[config.mk]
export PLATFORM = sky130hd
export DESIGN_NAME = inst_queue
export DESIGN_NICKNAME = d
export VERILOG_FILES = /design/src/rtl/inst_queue.sv
export SDC_FILE = /design/constraint.sdc
export NUM_CORES = 1
export LEC_CHECK = 0
export ABC_CLOCK_PERIOD_IN_PS = 15000
export BUFFER_PORTS_ARGS = -buffer_cell sky130_fd_sc_hd__clkbuf_2
export CORE_ASPECT_RATIO = 1.75
export CORE_MARGIN = 5
export CORE_UTILIZATION = 60
export CTS_BUF_LIST = sky130_fd_sc_hd__clkbuf_4 sky130_fd_sc_hd__clkbuf_8
export DETAILED_ROUTE_END_ITERATION = 8
export PLACE_DENSITY = 0.77
export SETUP_SLACK_MARGIN = 0.02
export SYNTH_ARGS = -nofsm -noshare
export SYNTH_HDL_FRONTEND = slang
export SYNTH_SLANG_ARGS = --single-unit
[constraint.sdc]
create_clock -name clk -period 15 [get_ports clk]
set_input_delay 1.5 -clock clk [delete_from_list [all_inputs] [get_ports clk]]
set_output_delay 1.5 -clock clk [all_outputs]
set_load 0.05 [all_outputs]
[src/rtl/inst_queue.sv]
`default_nettype none
// ============================================================================
//  Module      : inst_queue
//  Description : Instruction queue between fetch and decode. Buffers
//                (instruction, pc) pairs in FIFO order and presents the
//                oldest entry to the decoder. Contents are discarded on a
//                pipeline flush.
//  Ports       : clk, rst            - clock, synchronous active-high reset
//                rdy                 - global ready; low freezes all state
//                flush               - discard every queued entry
//                fetch_valid/inst/pc - push side from the fetcher
//                fetch_full          - queue full, fetcher must not push
//                queue_is_empty      - no valid head entry
//                queue_inst/pc       - head entry (0 when empty)
//                decode_enable       - decoder pops the head entry
//  Revision    : 1.0 - initial release
// ============================================================================
module inst_queue #(
    parameter int DEPTH  = 16,
    parameter int ADDR_W = 4
) (
    input  logic        clk,
    input  logic        rst,
    input  logic        rdy,
    input  logic        flush,
    input  logic        fetch_valid,
    input  logic [31:0] fetch_inst,
    input  logic [31:0] fetch_pc,
    output logic        fetch_full,
    output logic        queue_is_empty,
    output logic [31:0] queue_inst,
    output logic [31:0] queue_pc,
    input  logic        decode_enable
);

    localparam logic [ADDR_W:0]   c_full_count = (ADDR_W + 1)'(DEPTH);
    localparam logic [ADDR_W-1:0] c_ptr_one    = ADDR_W'(1);
    localparam logic [ADDR_W:0]   c_cnt_one    = (ADDR_W + 1)'(1);

    // Each entry keeps inst in the upper half and pc in the lower half so the
    // pair can never be separated.
    logic [63:0]       r_mem [DEPTH];
    logic [ADDR_W-1:0] r_head;
    logic [ADDR_W-1:0] r_tail;
    logic [ADDR_W:0]   r_count;

    logic              w_empty;
    logic              w_full;
    logic              w_push;
    logic              w_pop;
    logic [63:0]       w_head_entry;

    // Fullness is judged on the registered count only, so a same-cycle pop
    // never makes room for a push.
    assign w_empty = (r_count == '0);
    assign w_full  = (r_count == c_full_count);
    assign w_push  = fetch_valid & ~w_full;
    assign w_pop   = decode_enable & ~w_empty;

    // Storage is not reset; masking on empty keeps stale data invisible.
    always_ff @(posedge clk) begin
        if (!rst && rdy && !flush && w_push) begin
            r_mem[r_tail] <= {fetch_inst, fetch_pc};
        end
    end

    always_ff @(posedge clk) begin
        if (rst) begin
            r_head  <= '0;
            r_tail  <= '0;
            r_count <= '0;
        end else if (rdy) begin
            if (flush) begin
                r_head  <= '0;
                r_tail  <= '0;
                r_count <= '0;
            end else begin
                if (w_push) begin
                    r_tail <= r_tail + c_ptr_one;
                end
                if (w_pop) begin
                    r_head <= r_head + c_ptr_one;
                end
                case ({w_push, w_pop})
                    2'b10:   r_count <= r_count + c_cnt_one;
                    2'b01:   r_count <= r_count - c_cnt_one;
                    default: r_count <= r_count;
                endcase
            end
        end
    end

    assign w_head_entry   = r_mem[r_head];
    assign fetch_full     = w_full;
    assign queue_is_empty = w_empty;
    assign queue_inst     = w_empty ? 32'd0 : w_head_entry[63:32];
    assign queue_pc       = w_empty ? 32'd0 : w_head_entry[31:0];

endmodule
`default_nettype wire

==> summary.txt, run 1 <==
Die X: 205 µm
Critical Path End Type: output pin
Critical R2R Launch: r_count[2]$_SDFFE_PP0P_
clock root buffer: clkbuf_8
Fill cells: 4,053
most frequent cells in the layout: edfxtp_1, mux4_2, clkbuf_8
top_reg_cell synth: edfxtp_1
unrepaired setup endpoints after global routing: no
wire per inst: 29.4 µm
Hold Path Class: flip-flop to flip-flop
period utilisation layout: 45.7%
Max Fclk: 146 MHz
maximum fanout along the worst path: 103
Yosys top cell area share: 77.2%
pwr dens: 123 nW/µm²
Longest Clk Path Bufs: 3
Peak supply drop: 98.2 µV
skew final: 0.0317 ns
P_leak: 0.0136 µW
Setup crit end: queue_inst[26]
Synth Area in XOR/XNOR: 0.0880%
Vias: 18,200
FP Rows: 125
Distinct cells, synth: 47
Slew @ Worst Pin: 1.31 ns
share of cells above drive strength 1: 37.6%
Max Cap Viol: 0
Ports: 136
TritonRoute pass-1 iters: 5
Setup Buffers After CTS: 0
critical path arrival: 5.36 ns
final hold vios: 0
area growth from synthesis to layout: 11.4%
time the worst path needs with I/O delays and setup: 6.86 ns
CP startpoint kind: flip-flop
post-synthesis mux area share: 18.2%
number of cells after detailed placement: 2,601
Worst-path clk slew: 0.07 ns
Setup violations, final: 0
vias in the first global route: 19,300
flops & latches, synth: 1,041
clock latency on the worst-skew pair: 0.74 ns
net count after synthesis: 1,706
Starting Density: 60.2%
synthesized area per cell: 24.4 µm²
Post-synth EDFFs: 1,024
largest cells by area after synthesis: edfxtp_1, mux4_2, nor2b_1, dfxtp_1, clkbuf_1
post-synthesis compound-gate area fraction: 0.682%
total power: 5440 µW
Cells after Synth: 1,629
core footprint: 66,200 µm²
Slew headroom: 13.0%
first-pass GRT wire length: 125,000 µm
Final nets: 1,931
final wirelength: 83,700 µm
Seq/Total Area, Yosys: 78.1%
drc violations: 0
status: finished, final reports clean
Final Util: 67.0%
initial antenna violation count: 8
fraction of the mapped netlist area in adder cells: 0.220%
max-slew violations: 0
simple-gate share of the synthesized area: 1.68%
ys async rst share: 0%
Num CTS Buffers: 140
cts hold-fix bufs: 0
gr usage total: 24.0%
final setup TNS: 0 ns
setup slack, reg-to-reg: 11.38 ns
synth warn: 0
Die Span Y: 351 µm
IO buf count: 135
Worst Path Required: 13.50 ns
initial drt markers: 1,985
largest net degree at the start of global routing: 177
H-tree depth: 4
R2R depth: 7
CTS sink count: 1,041
Layout Cells excl Fill: 2,848
largest family of logic cells by synthesized area: multiplexers
ANT nets after route: 0
commonest non-fill, non-tap cell in the layout: edfxtp_1
CTS tree: done
final setup margin: 8.14 ns
post-CTS resize count: 0
RR Endpoint: r_mem[4][53]$_DFFE_PP_
Die ar.: 71,800 µm²
pre-CTS setup slack: 8.73 ns
Detail Placement HPWL: 41,400 µm
Post-Synthesis Cell Area: 39,800 µm²
gp weighted congestion: 0.757
Crit Path Class: flip-flop to output pin
DR vias/cell: 6.40
post-synth top area cell: edfxtp_1
global route total overflow: 0
worst max-delay path: stages (launching register included):
cell and delay (ns):
dfxtp_4 0.60, buf_4 0.74, buf_4 0.83, buf_12 0.67
mux4_2 0.60, mux4_2 0.48, nor2b_1 0.21, clkbuf_2 0.32
cell families (layout without fill, tap and decap cells):
family,after synthesis,after routing
adder cells (fa/ha/maj),7,7
multiplexers,324,324
flip-flops,1041,1041
XOR/XNOR,4,4
AO/OA/AOI/OAI,38,38
AND/OR/NAND/NOR,119,119
other,0,4
buffers and inverters,96,422
through the flow:
| stage | hold WS (ns) | cell area (µm²) |
|---|---|---|
| final | 0.527 | 44300 |
| after global routing | 0.555 | 44300 |
| after CTS | 0.515 | 44300 |
| after detailed placement | 0.501 | 41600 |
| after global placement | 0.479 | 41600 |
| after floorplan | 0.463 | 39800 |
cells in the mapped netlist, types with 3 or more instances:
library cell	count
a211oi_1	3
a21oi_1	10
buf_1	19
buf_2	27
clkbuf_1	41
dfxtp_1	17
edfxtp_1	1024
ha_1	7
inv_1	7
mux2i_1	4
mux4_2	320
nand2_1	10
nand2b_1	3
nor2_1	21
nor2b_1	65
nor3_1	6
o21ai_0	5
o21ai_1	3
flip-flops by register name, indices dropped and copies added, names as in the netlist, named ones only:
name,count
r_count,5
r_mem,1024
r_head,4
r_tail,4
final cells by class:
type,instances,area [µm²],area share (%)
sequential,1041,31100,70.1
multi-input combinational,492,8430,19.0
clock buffer,195,2350,5.30
tap,889,1110,2.51
timing repair buffer,172,978,2.21
clock inverter,48,335,0.756
inverter,7,26.3,0.0593
antenna,4,10.0,0.0226
per-layer routing:
metal  GRT usage [%]  share of wire [%]  wire length, µm
met3            4.30                7.2             6020
met5               0              0.044               37
met2            39.9                 53            44100
met1            33.8                 38            32100
met4            6.47                1.8             1550
worst min-delay path by stage:
stage                                 from         to  slack, ns  depth (start not counted)
finish              r_head[1]$_SDFFE_PP0P_  flip-flop       0.53                          2
global route        r_head[1]$_SDFFE_PP0P_  flip-flop       0.55                          2
CTS                 r_head[1]$_SDFFE_PP0P_  flip-flop       0.52                          2
detailed placement  r_head[1]$_SDFFE_PP0P_  flip-flop       0.50                          2
global placement    r_head[1]$_SDFFE_PP0P_  flip-flop       0.48                          2
floorplan           r_head[1]$_SDFFE_PP0P_  flip-flop       0.46                          2
report_power, final:
group | total (µW) | switching, µW | leakage (µW) | internal, µW
clock network | 2060 | 989 | 0.00143 | 1070
logic | 182 | 129 | 0.00279 | 53.2
registers | 3200 | 2.82 | 0.00935 | 3200
(Power assumes the default switching activity.)
==> run 2: changes to the inputs <==
--- a/config.mk
+++ b/config.mk
@@ -5,7 +5,7 @@
 export SDC_FILE = /design/constraint.sdc
 export NUM_CORES = 1
 export LEC_CHECK = 0
-export ABC_CLOCK_PERIOD_IN_PS = 15000
+export ABC_CLOCK_PERIOD_IN_PS = 6460
 export BUFFER_PORTS_ARGS = -buffer_cell sky130_fd_sc_hd__clkbuf_2
 export CORE_ASPECT_RATIO = 1.75
 export CORE_MARGIN = 5
==> constraint.sdc (replaced) <==
create_clock -name clk -period 6.46 [get_ports clk]
set_input_delay 0.646 -clock clk [delete_from_list [all_inputs] [get_ports clk]]
set_output_delay 0.646 -clock clk [all_outputs]
set_load 0.05 [all_outputs]
==> run 2 against run 1 <==
  * Routed wire length down 0.33%
  * Sequential share of layout area down 0.12 points
  * Critical path depth down 2
  * Hold slack worse by 0.27 ns
  * Clock power up 130%
  * Core utilization up 0.12 points
  * Die area unchanged
  * Flip-flop and latch count unchanged
  * Global-route usage down 0.28 points
  * First-iteration DRC count down 4.2%
  * Clock skew down 0.0016 ns
  * Critical path type unchanged
==> summary.txt, run 2 (same netlist as run 1, synthesis figures left out) <==
status: finished, final reports clean (unchanged)
Ports: 136 (unchanged)
commonest non-fill, non-tap cell in the layout: edfxtp_1 (unchanged)
FP Rows: 125 (unchanged)
Top reg by flops: r_mem (unchanged)
critical path arrival: 3.84 ns (was 5.36 ns)
gr usage total: 23.7% (was 24.0%)
CP startpoint kind: flip-flop (unchanged)
registers with the most flip-flops: r_mem x1024, r_count x5 (unchanged)
storage element area: 31,100 µm² (unchanged)
Worst Path Required: 5.81 ns (was 13.50 ns)
GR Util met2: 39.8% (was 39.9%)
Critical Path End Type: output pin (unchanged)
period utilisation layout: 69.5%
area growth from synthesis to layout: 11.6% (was 11.4%)
initial antenna violation count: 10 (was 8)
Die X: 205 µm (unchanged)
clock root buffer: clkbuf_8 (unchanged)
DR vias/cell: 6.37 (was 6.40)
max-slew violations: 0 (unchanged)
Slew headroom: 27.5% (was 13.0%)
Setup Buffers After CTS: 0 (unchanged)
pwr dens: 282 nW/µm² (was 123 nW/µm²)
Slew @ Worst Pin: 1.08 ns (was 1.31 ns)
Critical R2R Launch: r_count[1]$_SDFFE_PP0P_ (was r_count[2]$_SDFFE_PP0P_)
cts hold-fix bufs: 0 (unchanged)
initial drt markers: 1,902 (was 1,985)
drc violations: 0 (unchanged)
ANT nets after route: 0 (unchanged)
Num CTS Buffers: 137 (was 140)
Die ar.: 71,800 µm² (unchanged)
Final Util: 67.2% (was 67.0%)
share of cells above drive strength 1: 36.5% (was 37.6%)
largest net degree at the start of global routing: 104 (was 177)
gp weighted congestion: 0.739 (was 0.757)
GRT met3 Usage: 4.41% (was 4.30%)
CTS tree: done (unchanged)
Fill cells: 3,969 (was 4,053)
Crit Path Class: flip-flop to output pin (unchanged)
final setup margin: 1.97 ns (was 8.14 ns)
Worst-path clk slew: 0.07 ns (about the same)
Vias: 18,100 (was 18,200)
H-tree depth: 4 (unchanged)
CTS sink count: 1,041 (unchanged)
Peak supply drop: 205 µV (was 98.2 µV)
Die Span Y: 351 µm (unchanged)
most frequent cells in the layout: edfxtp_1, mux4_2, clkbuf_8 (unchanged)
maximum fanout along the worst path: 61 (was 103)
area of the multi-input gates: 8430 µm² (unchanged)
TritonRoute pass-1 iters: 7 (was 5)
Starting Density: 60.2% (unchanged)
min-delay src: rdy (was r_head[1]$_SDFFE_PP0P_)
first-pass GRT wire length: 124,000 µm (was 125,000 µm)
total power: 12,500 µW (was 5440 µW)
Max Cap Viol: 0 (unchanged)
P_leak: 0.0135 µW (was 0.0136 µW)
Detail Placement HPWL: 41,500 µm (was 41,400 µm)
Design Area, Final: 44,400 µm² (was 44,300 µm²)
Setup violations, final: 0 (unchanged)
unrepaired setup endpoints after global routing: no (unchanged)
wire per inst: 29.3 µm (was 29.4 µm)
most used routing layer: met2 (unchanged)
Cell Area, Placed: 41,800 µm² (was 41,600 µm²)
post-CTS resize count: 0 (unchanged)
Final nets: 1,925 (was 1,931)
max reg flops: 1,024 (unchanged)
core footprint: 66,200 µm² (unchanged)
clock latency on the worst-skew pair: 0.75 ns (was 0.74 ns)
IO buf count: 135 (unchanged)
global-route met1 utilization: 32.7% (was 33.8%)
time the worst path needs with I/O delays and setup: 4.49 ns
final hold vios: 0 (unchanged)
pre-CTS setup slack: 2.65 ns (was 8.73 ns)
skew final: 0.0301 ns (was 0.0317 ns)
Hold Path Class: input pin to flip-flop (was flip-flop to flip-flop)
final wirelength: 83,500 µm (was 83,700 µm)
final setup TNS: 0 ns (unchanged)
Longest Clk Path Bufs: 3 (unchanged)
Max Fclk: 223 MHz
vias in the first global route: 19,000 (was 19,300)
global route total overflow: 0 (unchanged)
## run 2: final cells by class
cell class	instances	share of cell area, %
multi-input cells	492	19.0
clock buffers	159	4.62
well taps	889	2.50
flip-flops and latches	1041	70.0
diodes	8	0.0451
inverters	7	0.0591
clock inverters	81	1.24
repair buffers	169	2.55
## run 2: metal layers
layer	wire length [µm]	part of all wire (%)
met5	57	0.068
met3	6620	7.9
met2	43700	52
met4	2000	2.4
met1	31100	37
## run 2: path summary, 6_finish.rpt
check / end / slack, ns / depth (start not counted)
worst min-delay path: flip-flop / 0.26 / 2
worst min register to register: flip-flop / 0.50 / 2
worst max register to register: r_mem[11][58]$_DFFE_PP_ / 3.15 / 7
worst max-delay path: queue_pc[27] / 1.97 / 5
## run 2: critical path, stage by stage, from the launching register on
cell and delay (ns):
dfxtp_4 0.99, buf_12 0.49, mux4_2 0.58, mux4_2 0.49, nor2b_1 0.15, clkbuf_2 0.29
## run 2: where the power goes
group	leakage [µW]	internal, µW	total (µW)	switching [µW]
logic	0.00281	127	423	296
clock network	0.00136	2310	4660	2350
registers	0.00935	7420	7430	9.95
total	0.0135	9850	12500	2660
## run 2: metrics by stage
stage	hold WS [ns]	std cells
2_1_floorplan	0.463	1629
6_report	0.261	2846
3_5_place_dp	0.483	2598
4_1_cts	0.184	2838
3_3_place_gp	0.475	2598
5_1_grt	0.230	2839
==> run 3: changes to the inputs <==
--- a/config.mk
+++ b/config.mk
@@ -5,14 +5,14 @@
 export SDC_FILE = /design/constraint.sdc
 export NUM_CORES = 1
 export LEC_CHECK = 0
-export ABC_CLOCK_PERIOD_IN_PS = 6460
+export ABC_CLOCK_PERIOD_IN_PS = 3610
 export BUFFER_PORTS_ARGS = -buffer_cell sky130_fd_sc_hd__clkbuf_2
 export CORE_ASPECT_RATIO = 1.75
 export CORE_MARGIN = 5
-export CORE_UTILIZATION = 60
+export CORE_UTILIZATION = 58
 export CTS_BUF_LIST = sky130_fd_sc_hd__clkbuf_4 sky130_fd_sc_hd__clkbuf_8
 export DETAILED_ROUTE_END_ITERATION = 8
-export PLACE_DENSITY = 0.77
+export PLACE_DENSITY = 0.78
 export SETUP_SLACK_MARGIN = 0.02
 export SYNTH_ARGS = -nofsm -noshare
 export SYNTH_HDL_FRONTEND = slang
==> constraint.sdc (replaced) <==
create_clock -name clk -period 3.61 [get_ports clk]
set_input_delay 0.361 -clock clk [delete_from_list [all_inputs] [get_ports clk]]
set_output_delay 0.361 -clock clk [all_outputs]
set_load 0.05 [all_outputs]
==> run 3 against run 2 <==
  * Combinational power increased by 110%
  * Non-clock buffer count increased by 81
  * Worst setup slack got worse by 1.9 ns
  * Sequential share of layout area decreased by 2.2 points
  * First-iteration DRC count increased by 10%
  * Cell area increased by 3.2%
  * Critical path depth increased by 1
  * Routed wire length increased by 11%
  * Via count increased by 5.0%
  * Largest power group unchanged
==> summary.txt, run 3 (same netlist as run 1, synthesis figures left out) <==
Design Area, Final: 45,900 µm² (was 44,400 µm²)
final setup margin: 0.105 ns (was 1.97 ns)
vias in the first global route: 20,100 (was 19,000)
status: finished, final reports clean (unchanged)
Min-Delay Endpoint: r_mem[2][55]$_DFFE_PP_
Starting Density: 58.3% (was 60.2%)
final hold vios: 0 (unchanged)
Top reg by flops: r_mem (unchanged)
Hold Path Class: input pin to flip-flop (unchanged)
H-tree depth: 4 (unchanged)
ANT nets after route: 0 (unchanged)
crit-path cells: buf_6 > buf_16 > mux4_2 > mux4_2 > nor2b_1 > clkbuf_8 (was buf_12 > mux4_2 > mux4_2 > nor2b_1 > clkbuf_2)
CP peak stage delay: 0.57 ns (was 0.99 ns)
Critical R2R Launch: r_count[1]$_SDFFE_PP0P_ (unchanged)
core footprint: 68,300 µm² (was 66,200 µm²)
Worst-path clk slew: 0.06 ns (was 0.07 ns)
hold path depth: 1 (was 2)
period utilisation layout: 97.1%
pwr dens: 507 nW/µm² (was 282 nW/µm²)
Comb power frac: 3.8% (was 3.4%)
Power Internal: 18,300 µW (was 9850 µW)
skew final: 0.0399 ns (was 0.0301 ns)
Slew headroom: 48.5% (was 27.5%)
IO buf count: 135 (unchanged)
setup slack, reg-to-reg: 0.82 ns (was 3.15 ns)
clock root buffer: clkbuf_8 (unchanged)
Final Util: 67.1% (was 67.2%)
area growth from synthesis to layout: 15.2% (was 11.6%)
critical path arrival: 3.14 ns (was 3.84 ns)
largest net degree at the start of global routing: 91 (was 104)
initial drt markers: 2,092 (was 1,902)
CP startpoint kind: flip-flop (unchanged)
Max Cap Viol: 0 (unchanged)
P_leak: 0.0141 µW (was 0.0135 µW)
Die ar.: 74,200 µm² (was 71,800 µm²)
TritonRoute pass-1 iters: 5 (was 7)
Ports: 136 (unchanged)
first-pass GRT wire length: 133,000 µm (was 124,000 µm)
CTS sink count: 1,041 (unchanged)
Slew @ Worst Pin: 0.770 ns (was 1.08 ns)
Die Span Y: 357 µm (was 351 µm)
final setup TNS: 0 ns (unchanged)
Longest Clk Path Bufs: 3 (unchanged)
Layout Cells excl Fill: 2,955 (was 2,846)
pre-CTS setup slack: 0.716 ns (was 2.65 ns)
Cell Area, Placed: 42,100 µm² (was 41,800 µm²)
registers with the most flip-flops: r_mem x1024, r_count x5 (unchanged)
final wirelength: 92,300 µm (was 83,500 µm)
maximum fanout along the worst path: 34 (was 61)
max reg flops: 1,024 (unchanged)
switch share: 21.3% (was 21.2%)
Die X: 208 µm (was 205 µm)
Max Fclk: 285 MHz
CTS tree: done (unchanged)
Crit Path Class: flip-flop to output pin (unchanged)
Detail Placement HPWL: 44,300 µm (was 41,500 µm)
Worst Path Required: 3.25 ns (was 5.81 ns)
FP Rows: 127 (was 125)
max-slew violations: 0 (unchanged)
Final nets: 2,011 (was 1,925)
Critical Path End Type: output pin (unchanged)
Crit path max-delay family: multiplexers (unchanged)
CP dominant cell by count: mux4_2 (unchanged)
Peak supply drop: 509 µV (was 205 µV)
min-delay src: fetch_inst[23] (was rdy)
Num CTS Buffers: 142 (was 137)
R2R depth: 6 (was 7)
initial antenna violation count: 6 (was 10)
share of cells above drive strength 1: 37.6% (was 36.5%)
most frequent cells in the layout: edfxtp_1, mux4_2, clkbuf_8 (unchanged)
global route total overflow: 0 (unchanged)
clock latency on the worst-skew pair: 0.77 ns (was 0.75 ns)
number of cells after detailed placement: 2,627 (was 2,598)
slowest cell on the critical path: mux4_2 (was dfxtp_4)
gr usage total: 24.5% (was 23.7%)
switching power: 4950 µW (was 2660 µW)
RR Endpoint: r_mem[2][59]$_DFFE_PP_ (was r_mem[11][58]$_DFFE_PP_)
wire per inst: 31.2 µm (was 29.3 µm)
Reg power frac: 57.1% (was 59.4%)
buffers and inverters on the worst path: 3 (was 2)
commonest non-fill, non-tap cell in the layout: edfxtp_1 (unchanged)
gp weighted congestion: 0.758 (was 0.739)
DR vias/cell: 6.44 (was 6.37)
Setup violations, final: 0 (unchanged)
time the worst path needs with I/O delays and setup: 3.50 ns
Vias: 19,000 (was 18,100)
drc violations: 0 (unchanged)
Clock Power Share: 39.1% (was 37.2%)
[run 3: cell types whose count changed in the layout (fill, tap and decap cells not counted), moves of 4 or more]
cell / delta
clkbuf_2: -18
clkinv_1: -13
clkbuf_4: +25
nor3_2: -4
buf_12: +14
dlygate4sd3_1: +54
buf_2: +4
clkbuf_8: +17
nor3_4: +4
clkinvlp_4: +5
[run 3: metal layers]
layer	global-route usage [%]	wire (µm)	vias to the layer above
met4	8.27	2690	2
li1	-	-	7646
met5	0	13	-
met2	42.9	50100	1127
met3	4.10	7020	181
met1	32.0	32500	10100
[run 3: what timing repair did]
| item | 4_1_cts | 5_1_grt |
|---|---|---|
| resized for setup | 26 | 10 |
| cloned | 2 | 3 |
| setup buffers | 3 | 4 |
| hold endpoints to repair | 752 | 0 |
| hold buffers | 54 | 0 |
| endpoints found under the setup margin | 29 | 53 |
[run 3: cell type report]
type                    instances  area, µm²
multi-input cells             492       8450
fillers                      4121      22500
flip-flops and latches       1041      31100
well taps                     903       1130
repair buffers                250       2270
inverters                       7       26.3
diodes                          5       12.5
clock inverters                70        544
clock buffers                 187       2320
[run 3: worst reg2reg max path, delay by kind of cell, from the launching register on]
family                 cells  cell delay [ns]
AO/OA/AOI/OAI              1             0.33
buffers and inverters      1             0.29
AND/OR/NAND/NOR            4             1.37
flip-flops                 1             0.48
[run 3: how the worst max path moves through the flow]
stage,to,depth (start not counted)
4_1_cts,queue_inst[13],5
2_1_floorplan,r_mem[12][0]$_DFFE_PP_,6
5_1_grt,queue_pc[3],5
3_5_place_dp,queue_pc[15],5
6_report,queue_inst[5],6
3_3_place_gp,queue_inst[13],5
[run 3: power groups by stage]
stage	clock network [µW]	logic [µW]	registers, µW
floorplan	0	460	13600
global placement	0	760	13500
detailed placement	0	787	13500
CTS	9200	866	13300
global route	9830	929	13300
finish	9090	873	13300
[run 3: metrics by stage]
step,hold WS (ns),power (µW)
after global routing,0.0244,24000
after CTS,0.000668,23400
after detailed placement,0.493,14300
final,0.0340,23200
after floorplan,0.460,14000
after global placement,0.487,14300
